==> src/rtl/odelay_tap_stepper.sv <==
// odelay_tap_stepper
//   Walks an ODELAY tap value toward a requested target one tap at a time.
//   Each step loads the new tap and then waits a fixed settle time before the
//   next step, so the delay line never jumps by more than one tap per load.
//   After reset release the block loads INIT_TAP once before it accepts any
//   request.
//
// Ports
//   i_clk         sole clock (ODELAY CLKDIV domain)
//   i_rst         asynchronous active-high reset
//   i_req_valid   new target tap offered
//   i_req_tap     requested target tap (clamped to MAX_TAP)
//   o_req_ready   request accepted this cycle if i_req_valid is also high
//   o_ld          load strobe to ODELAY LD
//   o_cntvaluein  tap value to ODELAY CNTVALUEIN (holds while o_ld is low)
//   o_tap         tap value most recently loaded
//   o_delay_ps    nominal delay of o_tap, 600 + 78*o_tap ps
//   o_busy        high in every state except IDLE
//   o_done        one-cycle pulse when a request completes
//
// State table
//   state  | meaning
//   INIT   | after reset: one cycle with o_ld=1 loading INIT_TAP, then IDLE
//   IDLE   | waiting for a request, o_req_ready=1
//   LOAD   | one-cycle load of o_tap +/- 1
//   SETTLE | SETTLE_CYCLES idle cycles after a load
//   DONE   | one-cycle o_done pulse
//
// Every output is a register; the output process computes the value each
// output takes in the next state so that the outputs line up with the state.

module odelay_tap_stepper #(
  parameter int INIT_TAP      = 0,
  parameter int SETTLE_CYCLES = 4,
  parameter int MAX_TAP       = 31
) (
  input  logic        i_clk,
  input  logic        i_rst,
  input  logic        i_req_valid,
  input  logic [4:0]  i_req_tap,
  output logic        o_req_ready,
  output logic        o_ld,
  output logic [4:0]  o_cntvaluein,
  output logic [4:0]  o_tap,
  output logic [11:0] o_delay_ps,
  output logic        o_busy,
  output logic        o_done
);

  typedef enum logic [2:0] {
    S_INIT   = 3'd0,
    S_IDLE   = 3'd1,
    S_LOAD   = 3'd2,
    S_SETTLE = 3'd3,
    S_DONE   = 3'd4
  } state_t;

  localparam logic [4:0]  INIT_TAP_V  = 5'(INIT_TAP);
  localparam logic [4:0]  MAX_TAP_V   = 5'(MAX_TAP);
  localparam logic [7:0]  SETTLE_LAST = 8'(SETTLE_CYCLES - 1);
  localparam logic [11:0] INIT_DELAY  = 12'(600 + 78 * INIT_TAP);

  state_t      state_q, state_d;
  logic [4:0]  target_q, target_d;
  logic [7:0]  settle_q, settle_d;
  logic        ld_q, ld_d;
  logic [4:0]  cnt_q, cnt_d;
  logic [4:0]  tap_q, tap_d;
  logic [11:0] delay_q, delay_d;
  logic        ready_q, ready_d;
  logic        busy_q, busy_d;
  logic        done_q, done_d;

  logic [4:0]  req_clamped;
  logic        accept;
  logic [4:0]  cmp_tap;
  logic [4:0]  step_tap;

  always_comb begin
    req_clamped = (i_req_tap > MAX_TAP_V) ? MAX_TAP_V : i_req_tap;
    accept      = i_req_valid & ready_q;
    // In IDLE the step direction comes from the incoming request, since the
    // target register has not been written yet.
    cmp_tap     = (state_q == S_IDLE) ? req_clamped : target_q;
    // LOAD is only entered when cmp_tap != tap_q and the target never
    // exceeds MAX_TAP, so neither direction can wrap.
    step_tap    = (cmp_tap > tap_q) ? (tap_q + 5'd1) : (tap_q - 5'd1);
  end

  // State register
  always_ff @(posedge i_clk or posedge i_rst) begin
    if (i_rst) begin
      state_q  <= S_INIT;
      target_q <= INIT_TAP_V;
      settle_q <= 8'd0;
    end else begin
      state_q  <= state_d;
      target_q <= target_d;
      settle_q <= settle_d;
    end
  end

  // Next-state logic
  always_comb begin
    state_d  = state_q;
    target_d = target_q;
    settle_d = settle_q;
    unique case (state_q)
      // ld_q low means the INIT load has not been issued yet; stay one more
      // cycle so the load is visible while the state still reads INIT.
      S_INIT: begin
        if (ld_q) state_d = S_IDLE;
      end
      S_IDLE: begin
        if (accept) begin
          target_d = req_clamped;
          state_d  = (req_clamped == tap_q) ? S_DONE : S_LOAD;
        end
      end
      S_LOAD: begin
        state_d  = S_SETTLE;
        settle_d = SETTLE_LAST;
      end
      S_SETTLE: begin
        if (settle_q == 8'd0) begin
          state_d = (tap_q != target_q) ? S_LOAD : S_DONE;
        end else begin
          settle_d = settle_q - 8'd1;
        end
      end
      S_DONE: begin
        state_d = S_IDLE;
      end
      default: begin
        state_d = S_INIT;
      end
    endcase
  end

  // Output logic: next values of the registered outputs
  always_comb begin
    tap_d   = tap_q;
    ld_d    = 1'b0;
    if (state_d == S_LOAD) begin
      ld_d  = 1'b1;
      tap_d = step_tap;
    end else if (state_q == S_INIT && !ld_q) begin
      ld_d  = 1'b1;
    end
    cnt_d   = ld_d ? tap_d : cnt_q;
    delay_d = 12'd600 + 12'd78 * {7'd0, tap_d};
    ready_d = (state_d == S_IDLE);
    busy_d  = (state_d != S_IDLE);
    done_d  = (state_d == S_DONE);
  end

  // Output registers
  always_ff @(posedge i_clk or posedge i_rst) begin
    if (i_rst) begin
      ld_q    <= 1'b0;
      cnt_q   <= INIT_TAP_V;
      tap_q   <= INIT_TAP_V;
      delay_q <= INIT_DELAY;
      ready_q <= 1'b0;
      busy_q  <= 1'b1;
      done_q  <= 1'b0;
    end else begin
      ld_q    <= ld_d;
      cnt_q   <= cnt_d;
      tap_q   <= tap_d;
      delay_q <= delay_d;
      ready_q <= ready_d;
      busy_q  <= busy_d;
      done_q  <= done_d;
    end
  end

  assign o_req_ready  = ready_q;
  assign o_ld         = ld_q;
  assign o_cntvaluein = cnt_q;
  assign o_tap        = tap_q;
  assign o_delay_ps   = delay_q;
  assign o_busy       = busy_q;
  assign o_done       = done_q;

endmodule

==> config.mk <==
export PLATFORM = sky130hd
export DESIGN_NAME = odelay_tap_stepper
export DESIGN_NICKNAME = d
export VERILOG_FILES = /design/src/rtl/odelay_tap_stepper.sv
export SDC_FILE = /design/constraint.sdc
export NUM_CORES = 1
export LEC_CHECK = 0
export ABC_AREA = 1
export CAP_MARGIN = 40
export CORE_UTILIZATION = 56
export CTS_BUF_LIST = sky130_fd_sc_hd__clkbuf_16
export DETAILED_ROUTE_END_ITERATION = 10
export GPL_TIMING_DRIVEN = 0
export PLACE_DENSITY = 0.8
export SYNTH_ARGS = -nofsm -noshare
export SYNTH_HDL_FRONTEND = slang
export SYNTH_SLANG_ARGS = --single-unit
export TNS_END_PERCENT = 50
==> constraint.sdc <==
create_clock -name i_clk -period 6.1 [get_ports i_clk]
set_input_delay 1.22 -clock i_clk [delete_from_list [all_inputs] [get_ports i_clk]]
set_output_delay 1.22 -clock i_clk [all_outputs]
set_load 0.01 [all_outputs]
# Yosys cells after proc, flatten, opt, wreduce, memory -nomap -nowiden
# Cells that the tools add are included.
# classes
n_addsub	4
n_mul	1
magnitude_cmp	2
n_eq_ne	11
mux	14
n_bitwise	1
reduce_logical	7
# op_table
operator	count
two-way mux 5 bit	4
one-hot mux 8 bit (2 select lines)	1
two-way mux 3 bit	5
one-hot mux 3 bit (5 select lines)	1
adder 10 x 12 -> 12 bit, first input constant	1
multiplier 6 x 5 -> 11 bit, first input constant	1
== test 3 x 2 -> 1 bit, second input constant	3
logical NOT 8 bit	1
two-way mux 8 bit	1
subtractor 8 x 1 -> 8 bit, second input constant	1
== test 3 x 1 -> 1 bit, second input constant	2
== test 3 bit, second input constant	2
adder 5 x 1 -> 5 bit, second input constant	1
== test 5 bit	1
> comparator 5 bit	1
> comparator 5 bit, second input constant	1
!= test 5 bit	1
subtractor 5 x 1 -> 5 bit, second input constant	1
AND reduction 2 bit	2
logical NOT 3 bit	1
!= test 3 x 1 -> 1 bit, second input constant	1
two-way mux 1 bit	2
!= test 2 bit, second input constant	1
nonzero test 2 bit	1
other kinds (3)	3
# totals
ff_bits	42
inputBits	8
out_inout_bits	26
elab_cells	50

# Longest topological paths before layout
# logic_depth
ltp_word	10
ltp_mapped	42
ltp_nobuf	41

# Worst setup path before layout
# OpenSTA, ideal clock, no wires.
# synth_timing
path_type	input -> register
startpoint	input i_req_tap[4]
endpoint	register delay_q[10], in the netlist o_delay_ps[10]
setup_ns	0.117
t_arrival_ns	5.719
required_time_ns	5.983
slack_ns	0.263
path_stages	37
n_path_buf	0
cell_sequence	nor2_1 a21oi_1 ha_1 nand2_1 nor2_1 nand2_1 nand3_1 nand2_1 ha_1 inv_1 o21bai_1 a31oi_1 inv_1 nand3_1 nand2_1 nand3_1 nand2_2 xnor2_1 ha_1 inv_1 nand2_1 ha_1 inv_1 fa_1 inv_1 ha_1 a21oi_1 o21ai_0 nand2_1 nand2_1 nand2_1 nand2_1 or2_2 nand2_1 o21ai_0 nand3_1 nand2_1
# synth_via
elab_chain_len	10
elab_cells_between_ends	13
cone_classes	1 x add/sub; 1 x mul; 2 x order compare; 2 x eq/ne; 7 x mux
# synth_lines
item	line_no	text
start: declaration	40	input logic [4:0] i_req_tap,
> comparator 5 bit	80	req_clamped = (i_req_tap > MAX_TAP_V) ? MAX_TAP_V : i_req_tap;
two-way mux 5 bit *	80	
== test 5 bit	117	state_d = (req_clamped == tap_q) ? S_DONE : S_LOAD;
two-way mux 3 bit	117	
two-way mux 3 bit	115	if (accept) begin
one-hot mux 3 bit (5 select lines)	108	unique case (state_q)
== test 3 x 2 -> 1 bit	144	if (state_d == S_LOAD) begin
two-way mux 5 bit *	144	
multiplier 6 x 5 -> 11 bit *	151	delay_d = 12'd600 + 12'd78 * {7'd0, tap_d};
adder 10 x 12 -> 12 bit *	151	
via delay_d[10]	69	logic [11:0] delay_q, delay_d;
end signal: assignment	171	delay_q <= delay_d;
end: declaration	69	
# Mark *: on every way through the listed nets, which the timed path passes. The rest lies on a longest branch.
# A chain may end at the register's enable or synchronous reset.

# Worst setup path after layout
# layout_timing
startpoint	input i_req_tap[3]
endpoint	register delay_q[10], in the netlist o_delay_ps[10]
# layout_via
elab_chain_len	10
elab_cells_between_ends	13
cone_classes	1 x add/sub; 1 x mul; 2 x order compare; 2 x eq/ne; 7 x mux
# layout_lines
item	line_no	text
> comparator 5 bit	80	
two-way mux 5 bit *	80	
== test 5 bit	117	
two-way mux 3 bit	117	
two-way mux 3 bit	115	
one-hot mux 3 bit (5 select lines)	108	
== test 3 x 2 -> 1 bit	144	
two-way mux 5 bit *	144	
via tap_d[3]	68	logic [4:0] tap_q, tap_d;
multiplier 6 x 5 -> 11 bit *	151	
adder 10 x 12 -> 12 bit *	151	
via delay_d[10]	69	
# Marked as above.

==> flow_metrics.py <==
metrics = {
    "run_status": {
        "status": "finished clean",
    },
    "yosys": {
        "seq_area_frac_synth_pct": 36.31,
        "synthTopCellsByArea": "dfrtp_1 (32%), ha_1 (14%), nand2_1 (13%)",
        "ys_types": 33,
        "syn_nets": 392,
        "avgSynthCellArea_um2": 7.903,
        "yosys.area.top_type": "dfrtp_1",
        "syn_area_um2": 2774,
        "postSynthCellCount": 351,
        "yosys.area.top_type_share_pct": 31.57,
        "yosys_warnings": 0,
        "synth-seq-cells": 40,
    },
    "cells_and_area": {
        "multi_input_area_um2": 1695,
        "final_cell_mix": "nand2_1 (90), inv_1 (43), dfrtp_1 (35), clkdlybuf4s50_1 (27), ha_1 (25)",
        "drive_above_1_share_pct": 21.59,
        "layout.cells.non_filler": 470,
        "n_antenna_cell": 0,
        "syn_to_final_growth_pct": 30.99,
        "nets": 443,
        "nFillCells": 341,
        "mostFrequentLayoutCell": "nand2_1",
        "area.sequential_um2": 1007,
    },
    "clocking": {
        "clkLatencyLatePin_ns": 0.29,
        "cts_buffers": 5,
        "max-clock-path-buffers": 2,
        "htree_levels": 2,
        "cts.hold.buffers_added": 0,
        "cts_sinks": 40,
        "cts_tree": "done",
        "cts_root_buf": "clkbuf_16",
        "clk_pin_slew_ns": 0.06,
    },
    "critical_path": {
        "cpPeakStageDelay_ns": 0.52,
        "regToRegSetupSlack_ns": 0.34,
        "cp.arrival_ns": 6.19,
        "reg2reg_to": "o_delay_ps[10]$_DFF_PP0_",
        "crit_path_start_kind": "input pin",
        "critPathSlowestCell": "fa_1",
        "rr_startpoint": "state_q[0]$_DFF_PP0_",
        "worstPathMaxFanout": 5,
        "critPathCaptureType": "register",
        "r2r_cells": 37,
        "crit_top_cell": "nand2_1",
        "required_ns": 6.33,
        "path_class": "input pin to register",
    },
    "floorplanning": {
        "start_util_pct": 58.34,
        "row_count": 25,
        "coreArea_um2": 4755,
        "die-width_um": 72.38,
        "ios": 34,
        "die_h_um": 72.38,
        "dieArea_um2": 5239,
    },
    "global_route": {
        "grt_pass1_vias": 2285,
        "grt_remaining_overflow": 0,
        "antenna_found_initial": 0,
        "grt_pass1_wl_um": 9901,
        "grt_max_degree": 41,
        "grt_use_total_pct": 24.70,
    },
    "detailed_routing": {
        "vias_per_cell": 5.151,
        "vias": 2421,
        "drtIter0Drc": 135,
        "ant_nets": 0,
        "drt-total-wl_um": 6426,
        "firstDrtPassIters": 4,
        "detail_route.wl_per_cell_um": 13.67,
        "drc_errors": 0,
    },
    "timing": {
        "final.min_clock_period_ns": 5.957,
        "final.period_utilization_pct": 97.65,
        "fmax_mhz": 167.9,
        "hold_violations": 0,
        "maxSlewViolCount": 0,
        "finalSetupViolations": 0,
        "relSlewSlack_pct": 62.83,
        "setup_ws_ns": 0.1432,
        "worst_pin_slew_ns": 0.5556,
        "whs_ns": 0.4678,
        "fin_skew_ns": 0.006452,
    },
    "place": {
        "gp_congestion": 0.8264,
        "hpwl_um": 4042,
        "placed_cells": 451,
        "place_ws_ns": -0.6877,
        "numPortBuffers": 32,
    },
    "worst_hold_path": {
        "hp-class": "register to register",
        "worst_hold_path.endpoint": "settle_q[7]$_DFFE_PP0P_",
        "hold_start": "settle_q[7]$_DFFE_PP0P_",
        "hold_depth": 1,
    },
    "job": {
        "cap_violations": 0,
    },
}
==> synthesized netlist by cell type <==
library cell / instances
a21o_1: 1
a21oi_1: 14
a31oi_1: 2
buf_4: 2
buf_6: 1
clkbuf_1: 2
conb_1: 1
dfrtp_1: 35
dfstp_2: 5
fa_1: 3
ha_1: 30
inv_1: 50
inv_2: 8
nand2_1: 94
nand2_2: 3
nand2_4: 2
nand3_1: 24
nand4_1: 3
nor2_1: 21
nor2_2: 3
nor2_4: 1
nor2_8: 1
nor3_1: 2
o21ai_0: 18
o21ai_2: 2
o21ai_4: 1
o21bai_1: 2
o22ai_2: 1
o31ai_1: 1
o32ai_1: 2
or2_2: 1
xnor2_1: 7
xor2_1: 8
==> worst max-delay path: cells and delay by family <==
kind / cells / cell delay, ns
buffers and inverters: 6 / 0.54
adder cells (fa/ha/maj): 6 / 1.89
XOR/XNOR: 2 / 0.34
AO/OA/AOI/OAI: 4 / 0.57
AND/OR/NAND/NOR: 17 / 1.63
==> metal layers <==
layer	routed length, um	up-vias	share of wire (%)	GRT usage [%]
met5	0	-	0	0
met3	287	13	4.5	5.417
met1	2651	1127	41	28.84
met2	3365	56	52	44.13
li1	-	1225	-	-
met4	121	0	1.9	9.368
==> state kept, by name, indices dropped and copies added, names as in the netlist <==
register and flops:
o_delay_ps 10, settle_q 8, o_cntvaluein 5, o_tap 5, target_q 5, state_q 3
o_busy 1, o_done 1, o_ld 1, o_req_ready 1
==> cell type report <==
class | instances | share of cell area (%)
Multi-Input combinational cell | 248 | 46.66
Clock inverter | 3 | 1.171
Timing Repair Buffer | 45 | 11.88
Sequential cell | 40 | 27.72
Tap cell | 67 | 2.307
Clock buffer | 5 | 3.444
Inverter | 58 | 5.992
Buffer | 4 | 0.8264
==> worst max path at each step <==
stage,from,end,slack [ns],cells past startpoint
3_3_place_gp,i_req_tap[4],o_delay_ps[10]$_DFF_PP0_,-0.65,38
2_1_floorplan,i_req_tap[4],o_delay_ps[10]$_DFF_PP0_,0.26,37
3_5_place_dp,i_req_tap[4],o_delay_ps[10]$_DFF_PP0_,-0.69,39
4_1_cts,i_req_tap[2],o_delay_ps[10]$_DFF_PP0_,0.00007,39
5_1_grt,i_req_tap[3],o_delay_ps[10]$_DFF_PP0_,-0.12,37
6_report,i_req_tap[3],o_delay_ps[10]$_DFF_PP0_,0.14,35
==> metrics by stage <==
stage	utilization [%]	cell area, um^2	setup TNS, ns
floorplan	-	2774	0
detailed placement	67.26	3198	-2.815
global route	76.42	3633	-0.2142
finish	76.42	3633	0
global placement	66.84	3178	-2.494
CTS	72.53	3448	0
==> cells by family (layout without fill, tap and decap cells) <==
group	after synthesis	in the layout	share of synthesized area [%]
buf+inv	63	115	9.066
compound gates	44	44	9.608
simple gates	155	155	24.45
other cells	1	1	0.1352
fa+ha+maj	33	33	15.70
xor+xnor	15	15	4.736
flops	40	40	36.31
==> what timing repair did <==
action,in CTS,in global routing
resized for setup,16,34
hold endpoints to repair,0,0
gates cloned,0,0
endpoints found under the setup margin,5,6
buffers inserted,5,7
pin swaps,6,25
Power is not shown: default switching activity piles up to over one toggle a cycle in this logic, so the estimate is an artifact.
